## src/rtl/serial_add_pkg.sv

```systemverilog
// Shared definitions for the bit-serial adder controller: FSM encoding and width limit.
package serial_add_pkg;

    typedef enum logic [1:0] {
        IDLE = 2'd0,
        RUN  = 2'd1,
        DONE = 2'd2
    } state_e;

    localparam int MAX_WIDTH = 32;

endpackage

```

## src/rtl/full_add_cell.sv

```systemverilog
// One-bit full adder assembled from two gate-level half adders and an OR gate.
module full_add_cell (
    input  logic a,
    input  logic b,
    input  logic ci,
    output logic s,
    output logic co
);

    logic ha0_s;
    logic ha0_c;
    logic ha1_c;

    // First half adder combines the operand bits, second folds in the carry.
    assign ha0_s = a ^ b;
    assign ha0_c = a & b;
    assign s     = ha0_s ^ ci;
    assign ha1_c = ha0_s & ci;
    assign co    = ha0_c | ha1_c;

endmodule

```

## src/rtl/serial_add_ctrl.sv

```systemverilog
// Bit-serial adder: shifts operands LSB-first through a single full-adder cell over WIDTH cycles.
// Handshake: a transfer happens on a rising edge where valid and ready are both high; valid-side data holds until then.
module serial_add_ctrl
    import serial_add_pkg::*;
#(
    parameter int WIDTH = 8
) (
    input  logic             clk,
    input  logic             rst_n,
    input  logic             in_valid,
    output logic             in_ready,
    input  logic [WIDTH-1:0] a,
    input  logic [WIDTH-1:0] b,
    input  logic             cin,
    output logic             out_valid,
    input  logic             out_ready,
    output logic [WIDTH-1:0] sum,
    output logic             cout,
    output logic             ovf,
    output logic             busy,
    output logic [1:0]       state_dbg
);

    localparam int            CW   = $clog2(WIDTH);
    localparam logic [CW-1:0] LAST = CW'(WIDTH - 1);

    state_e           state_q, state_d;
    logic [CW-1:0]    cnt_q, cnt_d;
    logic [WIDTH-1:0] a_sr_q, a_sr_d;
    logic [WIDTH-1:0] b_sr_q, b_sr_d;
    logic [WIDTH-1:0] sum_sr_q, sum_sr_d;
    logic             carry_q, carry_d;
    logic             cout_q, cout_d;
    logic             ovf_q, ovf_d;

    logic cell_s;
    logic cell_co;

    full_add_cell u_cell (
        .a  (a_sr_q[0]),
        .b  (b_sr_q[0]),
        .ci (carry_q),
        .s  (cell_s),
        .co (cell_co)
    );

    always_ff @(posedge clk or negedge rst_n) begin
        if (!rst_n) begin
            state_q  <= IDLE;
            cnt_q    <= '0;
            a_sr_q   <= '0;
            b_sr_q   <= '0;
            sum_sr_q <= '0;
            carry_q  <= 1'b0;
            cout_q   <= 1'b0;
            ovf_q    <= 1'b0;
        end else begin
            state_q  <= state_d;
            cnt_q    <= cnt_d;
            a_sr_q   <= a_sr_d;
            b_sr_q   <= b_sr_d;
            sum_sr_q <= sum_sr_d;
            carry_q  <= carry_d;
            cout_q   <= cout_d;
            ovf_q    <= ovf_d;
        end
    end

    always_comb begin
        state_d  = state_q;
        cnt_d    = cnt_q;
        a_sr_d   = a_sr_q;
        b_sr_d   = b_sr_q;
        sum_sr_d = sum_sr_q;
        carry_d  = carry_q;
        cout_d   = cout_q;
        ovf_d    = ovf_q;
        case (state_q)
            IDLE: begin
                if (in_valid) begin
                    a_sr_d  = a;
                    b_sr_d  = b;
                    carry_d = cin;
                    cnt_d   = '0;
                    state_d = RUN;
                end
            end
            RUN: begin
                sum_sr_d = {cell_s, sum_sr_q[WIDTH-1:1]};
                a_sr_d   = a_sr_q >> 1;
                b_sr_d   = b_sr_q >> 1;
                carry_d  = cell_co;
                // The counter parks on the last index so it only returns to 0 on the next accept.
                if (cnt_q == LAST) begin
                    cout_d  = cell_co;
                    ovf_d   = carry_q ^ cell_co;
                    state_d = DONE;
                end else begin
                    cnt_d = cnt_q + CW'(1);
                end
            end
            DONE: begin
                if (out_ready) begin
                    state_d = IDLE;
                end
            end
            default: state_d = IDLE;
        endcase
    end

    assign in_ready  = (state_q == IDLE);
    assign out_valid = (state_q == DONE);
    assign busy      = (state_q != IDLE);
    assign sum       = sum_sr_q;
    assign cout      = cout_q;
    assign ovf       = ovf_q;
    assign state_dbg = state_q;

endmodule

```

## config.mk

```make
export PLATFORM = sky130hd
export DESIGN_NAME = serial_add_ctrl
export DESIGN_NICKNAME = d
export VERILOG_FILES = /design/src/rtl/serial_add_pkg.sv /design/src/rtl/full_add_cell.sv /design/src/rtl/serial_add_ctrl.sv
export SDC_FILE = /design/constraint.sdc
export NUM_CORES = 1
export LEC_CHECK = 0
export CORE_ASPECT_RATIO = 0.6
export CORE_MARGIN = 2
export CORE_UTILIZATION = 47
export CTS_CLUSTER_SIZE = 28
export DETAILED_ROUTE_END_ITERATION = 10
export PLACE_DENSITY = 0.76
export SYNTH_ARGS = -nofsm -noshare
export SYNTH_HDL_FRONTEND = slang
export SYNTH_SLANG_ARGS = --single-unit
export TNS_END_PERCENT = 100
```

## constraint.sdc

```tcl
create_clock -name clk -period 4.2 [get_ports clk]
set_clock_uncertainty 0.05 [all_clocks]
set_input_delay 0.63 -clock clk [delete_from_list [all_inputs] [get_ports clk]]
set_output_delay 0.63 -clock clk [all_outputs]
set_load 0.1 [all_outputs]
```

After elaboration in Yosys (flattened, before gate mapping)

Index checks and enable logic that the tools add are counted.

Memory bits (read-only): 0
Register bits: 32
RAM bits: 0
Memories kept: 0
Logic and storage cells: 42
Bits of input ports: 21
Latch bits: 0

Reduce and logical (&&, ||, !) cells: 7
Shift-type cells: 0
Bitwise operators: 6
$add $sub $neg: 1
Divide/modulo/power cells: 0
Magnitude comparators: 0
$mul: 0
Multiplexer cells: 13
Equality and inequality tests: 7

Operator list:

| operator                                                               | count |
|---|---|
| 8-bit case mux with 2 select lines                                     | 2 |
| 8-bit two-way mux                                                      | 2 |
| 2-bit two-way mux                                                      | 3 |
| 3-bit two-way mux                                                      | 2 |
| 2-bit != test (second input constant)                                  | 3 |
| 2-bit case mux with 3 select lines                                     | 1 |
| 3-bit case mux with 2 select lines                                     | 1 |
| 3-bit AND reduction                                                    | 2 |
| 2-bit AND reduction                                                    | 2 |
| 2-bit nonzero test                                                     | 2 |
| 3-bit by 1-bit adder with 3-bit output (second input constant)         | 1 |
| 3-bit equality test (second input constant)                            | 1 |
| 1-bit bitwise XOR                                                      | 3 |
| 1-bit bitwise AND                                                      | 2 |
| 2-bit by 1-bit equality test with 1-bit output (second input constant) | 1 |
| 2-bit equality test (second input constant)                            | 1 |
| 2-bit logical NOT                                                      | 1 |
| 2-bit by 1-bit != test with 1-bit output (second input constant)       | 1 |
| 1-bit case mux with 2 select lines                                     | 1 |
| 1-bit two-way mux                                                      | 1 |
| 1-bit OR                                                               | 1 |

Logic depth before layout (Yosys ltp)

Word-level depth: 4
Gate-level depth with buffers: 4
Mapped depth without buffers: 4

By module

Synthesis repeated with hierarchy kept, for this count alone.

Cells, all modules: 121
Area, all modules: 1534.0 um^2

By module, submodules not included:

| module          | instances | sequential area each (um^2) | area each (um^2) | cells an instance |
|---|---|---|---|---|
| serial_add_ctrl | 1         | 800.8                       | 1514.0           | 120 |
| full_add_cell   | 1         | 0.0                         | 20.0             | 1 |

Least setup slack after synthesis

OpenSTA, ideal clock, no wires.

Path kind: reg2out
Start: register state_q[0], in the netlist state_dbg[0]
End: output port in_ready
Slack: 1.066 ns
Data arrival time: 2.454 ns
Buffers on the path: 2
Cell stages (with the launch flop): 5
Data required time: 3.520 ns
Cell sequence: dfrtp_1 buf_2 buf_2 or2_2 inv_1

Longest elaborated chain between the ends: 1

RTL lines:

| element                | line                   | source |
|---|---|---|
| start, declared        | serial_add_ctrl.sv:27  | `state_e state_q, state_d;` |
| start signal, assigned | serial_add_ctrl.sv:58  | `state_q <= state_d;` |
| 2-bit logical NOT      | serial_add_ctrl.sv:111 | `assign in_ready = (state_q == IDLE);` |
| end, declared          | serial_add_ctrl.sv:11  | `output logic in_ready,` |

Every way passes these cells.

Final worst setup path

Same ends and word-level chain as after synthesis.

==> run_results.csv <==
group,metric,value,unit
run_status,status,"finished clean",
critical_path,r2r-start,"state_dbg[0]$_DFFE_PN0P_",
cts,cts_tree,"yes",
finish,syn_to_final_growth,31.32,%
finish,num-nets-final,174,
timing,worst_slew_pin_slew,0.9968,ns
cts,hold_buffers,0,
finish,fillers,245,
floorplanning,die_x,78.15,um
logic_synthesis,synth_edf_count,0,
logic_synthesis,netlist_instances,118,
logic_synthesis,syn-num-nets,142,
timing,relSlewSlack,0.3334,
logic_synthesis,synth_top_cell_by_area,"dfrtp_1",
logic_synthesis,synth_cell_types,25,
finish,final_common_cell,"clkdlybuf4s50_1",
timing,rsz0062_at_grt,"false",
critical_path,critPathMaxFanout,33,
placement,hpwl,2106,um
global_route,grt_usage,0.1789,
logic_synthesis,ys_ff_latch,32,
floorplanning,io_pins,36,
logic_synthesis,syn-cell-area,1550,um^2
drt,first_pass_iters,4,
flow_run,max_cap_viol_count,0,
global_route,grt_pass1_vias,1087,
critical_path,cp_data_required_time,3.52,ns
hold_path,min_path_type,"reg2reg",
timing,tns,0,ns
logic_synthesis,syn_avg_cell_area,13.14,um^2
cts,clock_path_buffers,2,
cts,worstSkewPairLatency,0.27,ns
cts,cts_sinks,32,
logic_synthesis,synth.yosys.seq_area_share,0.5165,
floorplanning,die_h,48.49,um
global_route,grt_start_max_net_pins,34,
cts,root_buffer,"clkbuf_8",
global_route,grt_pass1_wl,5292,um
logic_synthesis,synthFlopType,"dfrtp_1",
timing,max_freq,0.3025,GHz
timing,final_max_slew_viol_count,0,
drt,first_iter_violations,96,
floorplanning,core,3203,um^2
timing,finalHoldViolations,0,
critical_path,start_kind,"flop",
drt,drt-wirelength-per-cell,16.24,um
cts,h-tree-depth,2,
critical_path,worstSetupEndpointType,"primary output",
critical_path,crit_type,"reg2out",
placement,gp_congestion,0.7379,
drt,drt-total-wl,3184,um
cts,path_clk_slew,0.06,ns
drt,viasPerCell,5.556,
cts,cts_inserted_buffers,5,
cts,postCtsSetupRepairBufs,0,
finish,n_antenna_cell,0,
logic_synthesis,synth_top_area_share,0.5165,
logic_synthesis,synthTopCellsByArea,"dfrtp_1 (52%), o221a_2 (11%), or4b_1 (9.7%)",
finish,drive_above_1_share,0.2781,
cts,cts_resized,0,
floorplanning,dieArea,3789,um^2
finish,layout_common_cells,"clkdlybuf4s50_1 (35), dfrtp_1 (32), or4b_1 (15), o221a_2 (15), mux2_2 (10)",
timing,period_share,0.7870,
global_route,overflow,0,
hold_path,hold_start,"sum[0]$_DFFE_PN0N_",
timing,setup_viol,0,
drt,drc,0,
timing,post-route-min-period,3.305,ns
logic_synthesis,synthArstFlopShare,1.000,
floorplanning,start_util,0.4840,
critical_path,crit_path_start,"state_dbg[0]$_DFFE_PN0P_",
logic_synthesis,ys_warn_count,0,
drt,dr_total_vias,1089,
placement,numPortBuffers,35,
global_route,grt_antenna_before_repair,0,
drt,postRouteAntennaNets,0,
floorplanning,rows,16,
critical_path,critical_path_arrival,2.63,ns
## cell type report
cell class | instances | area [um^2] | share of cell area
clock inverters | 1 | 30.03 | 0.01475
inverters | 5 | 18.77 | 0.009219
repair buffers | 37 | 365.4 | 0.1795
well taps | 45 | 56.30 | 0.02766
multi-input cells | 69 | 668.1 | 0.3282
flip-flops and latches | 32 | 800.8 | 0.3934
clock buffers | 7 | 96.34 | 0.04733
## worst paths after layout
kind | endpoint | slack, ns | cells after the start
max | in_ready | 0.89 | 3
min | sum[0]$_DFFE_PN0N_ | 0.46 | 1
max reg2reg | a_sr_q[5]$_DFFE_PN0P_ | 1.85 | 2
min reg2reg | sum[0]$_DFFE_PN0N_ | 0.46 | 1
max in group asynchronous | cnt_q[1]$_DFFE_PN0P_ | 3.11 | 2
min in group asynchronous | b_sr_q[3]$_DFFE_PN0P_ | 0.70 | 2
## kinds of logic (layout without fill, tap and decap cells)
| group | Yosys count | after routing | synth area share |
|---|---|---|---|
| flip-flops | 32 | 32 | 0.5165 |
| AND/OR/NAND/NOR | 32 | 32 | 0.1719 |
| AO/OA/AOI/OAI | 23 | 23 | 0.1517 |
| buffers and inverters | 17 | 50 | 0.05246 |
| multiplexers | 10 | 10 | 0.07264 |
| adder cells (fa/ha/maj) | 3 | 3 | 0.02905 |
| XOR/XNOR | 1 | 1 | 0.005651 |
## synth_stat cells, types with 3 or more instances
cell and count:
buf_2 5, inv_1 5, o221ai_1 3, nand2b_1 3, clkbuf_2 3, mux2_2 10
o221a_2 15, or4b_1 15, dfrtp_1 32, nand3_1 3
## per-stage QoR
stage	std cells	area, um^2	utilization	hold slack (ns)	worst slack, ns
5_1_grt	196	2036	0.6355	0.4865	0.7971
3_5_place_dp	188	1909	0.5961	0.4462	1.195
2_1_floorplan	118	1550	-	0.2844	1.066
6_report	196	2036	0.6355	0.4607	0.8946
3_3_place_gp	188	1909	0.5961	0.4399	1.237
4_1_cts	196	2036	0.6355	0.4657	0.8928
## metal layers
layer | global-route usage | part of all wire
met1 | 0.2672 | 0.50
met2 | 0.2601 | 0.44
met3 | 0.05410 | 0.055
met4 | 0.03509 | 0.0041
met5 | 0 | 0
## critical path, cell delays in order, from the launching register on
cell and delay [ns]:
dfrtp_1 0.70, or2_2 0.45, inv_1 0.06, clkdlybuf4s50_1 1.13
## state kept, by name (all words and copies together) (netlist names)
signal	cells
cnt_q	3
state_dbg	2
b_sr_q	8
cout	1
sum	8
ovf	1
carry_q	1
a_sr_q	8
Power is left out: the tool's default activity adds up to more than one toggle a clock period on the data nets, which glitch-free logic cannot reach.
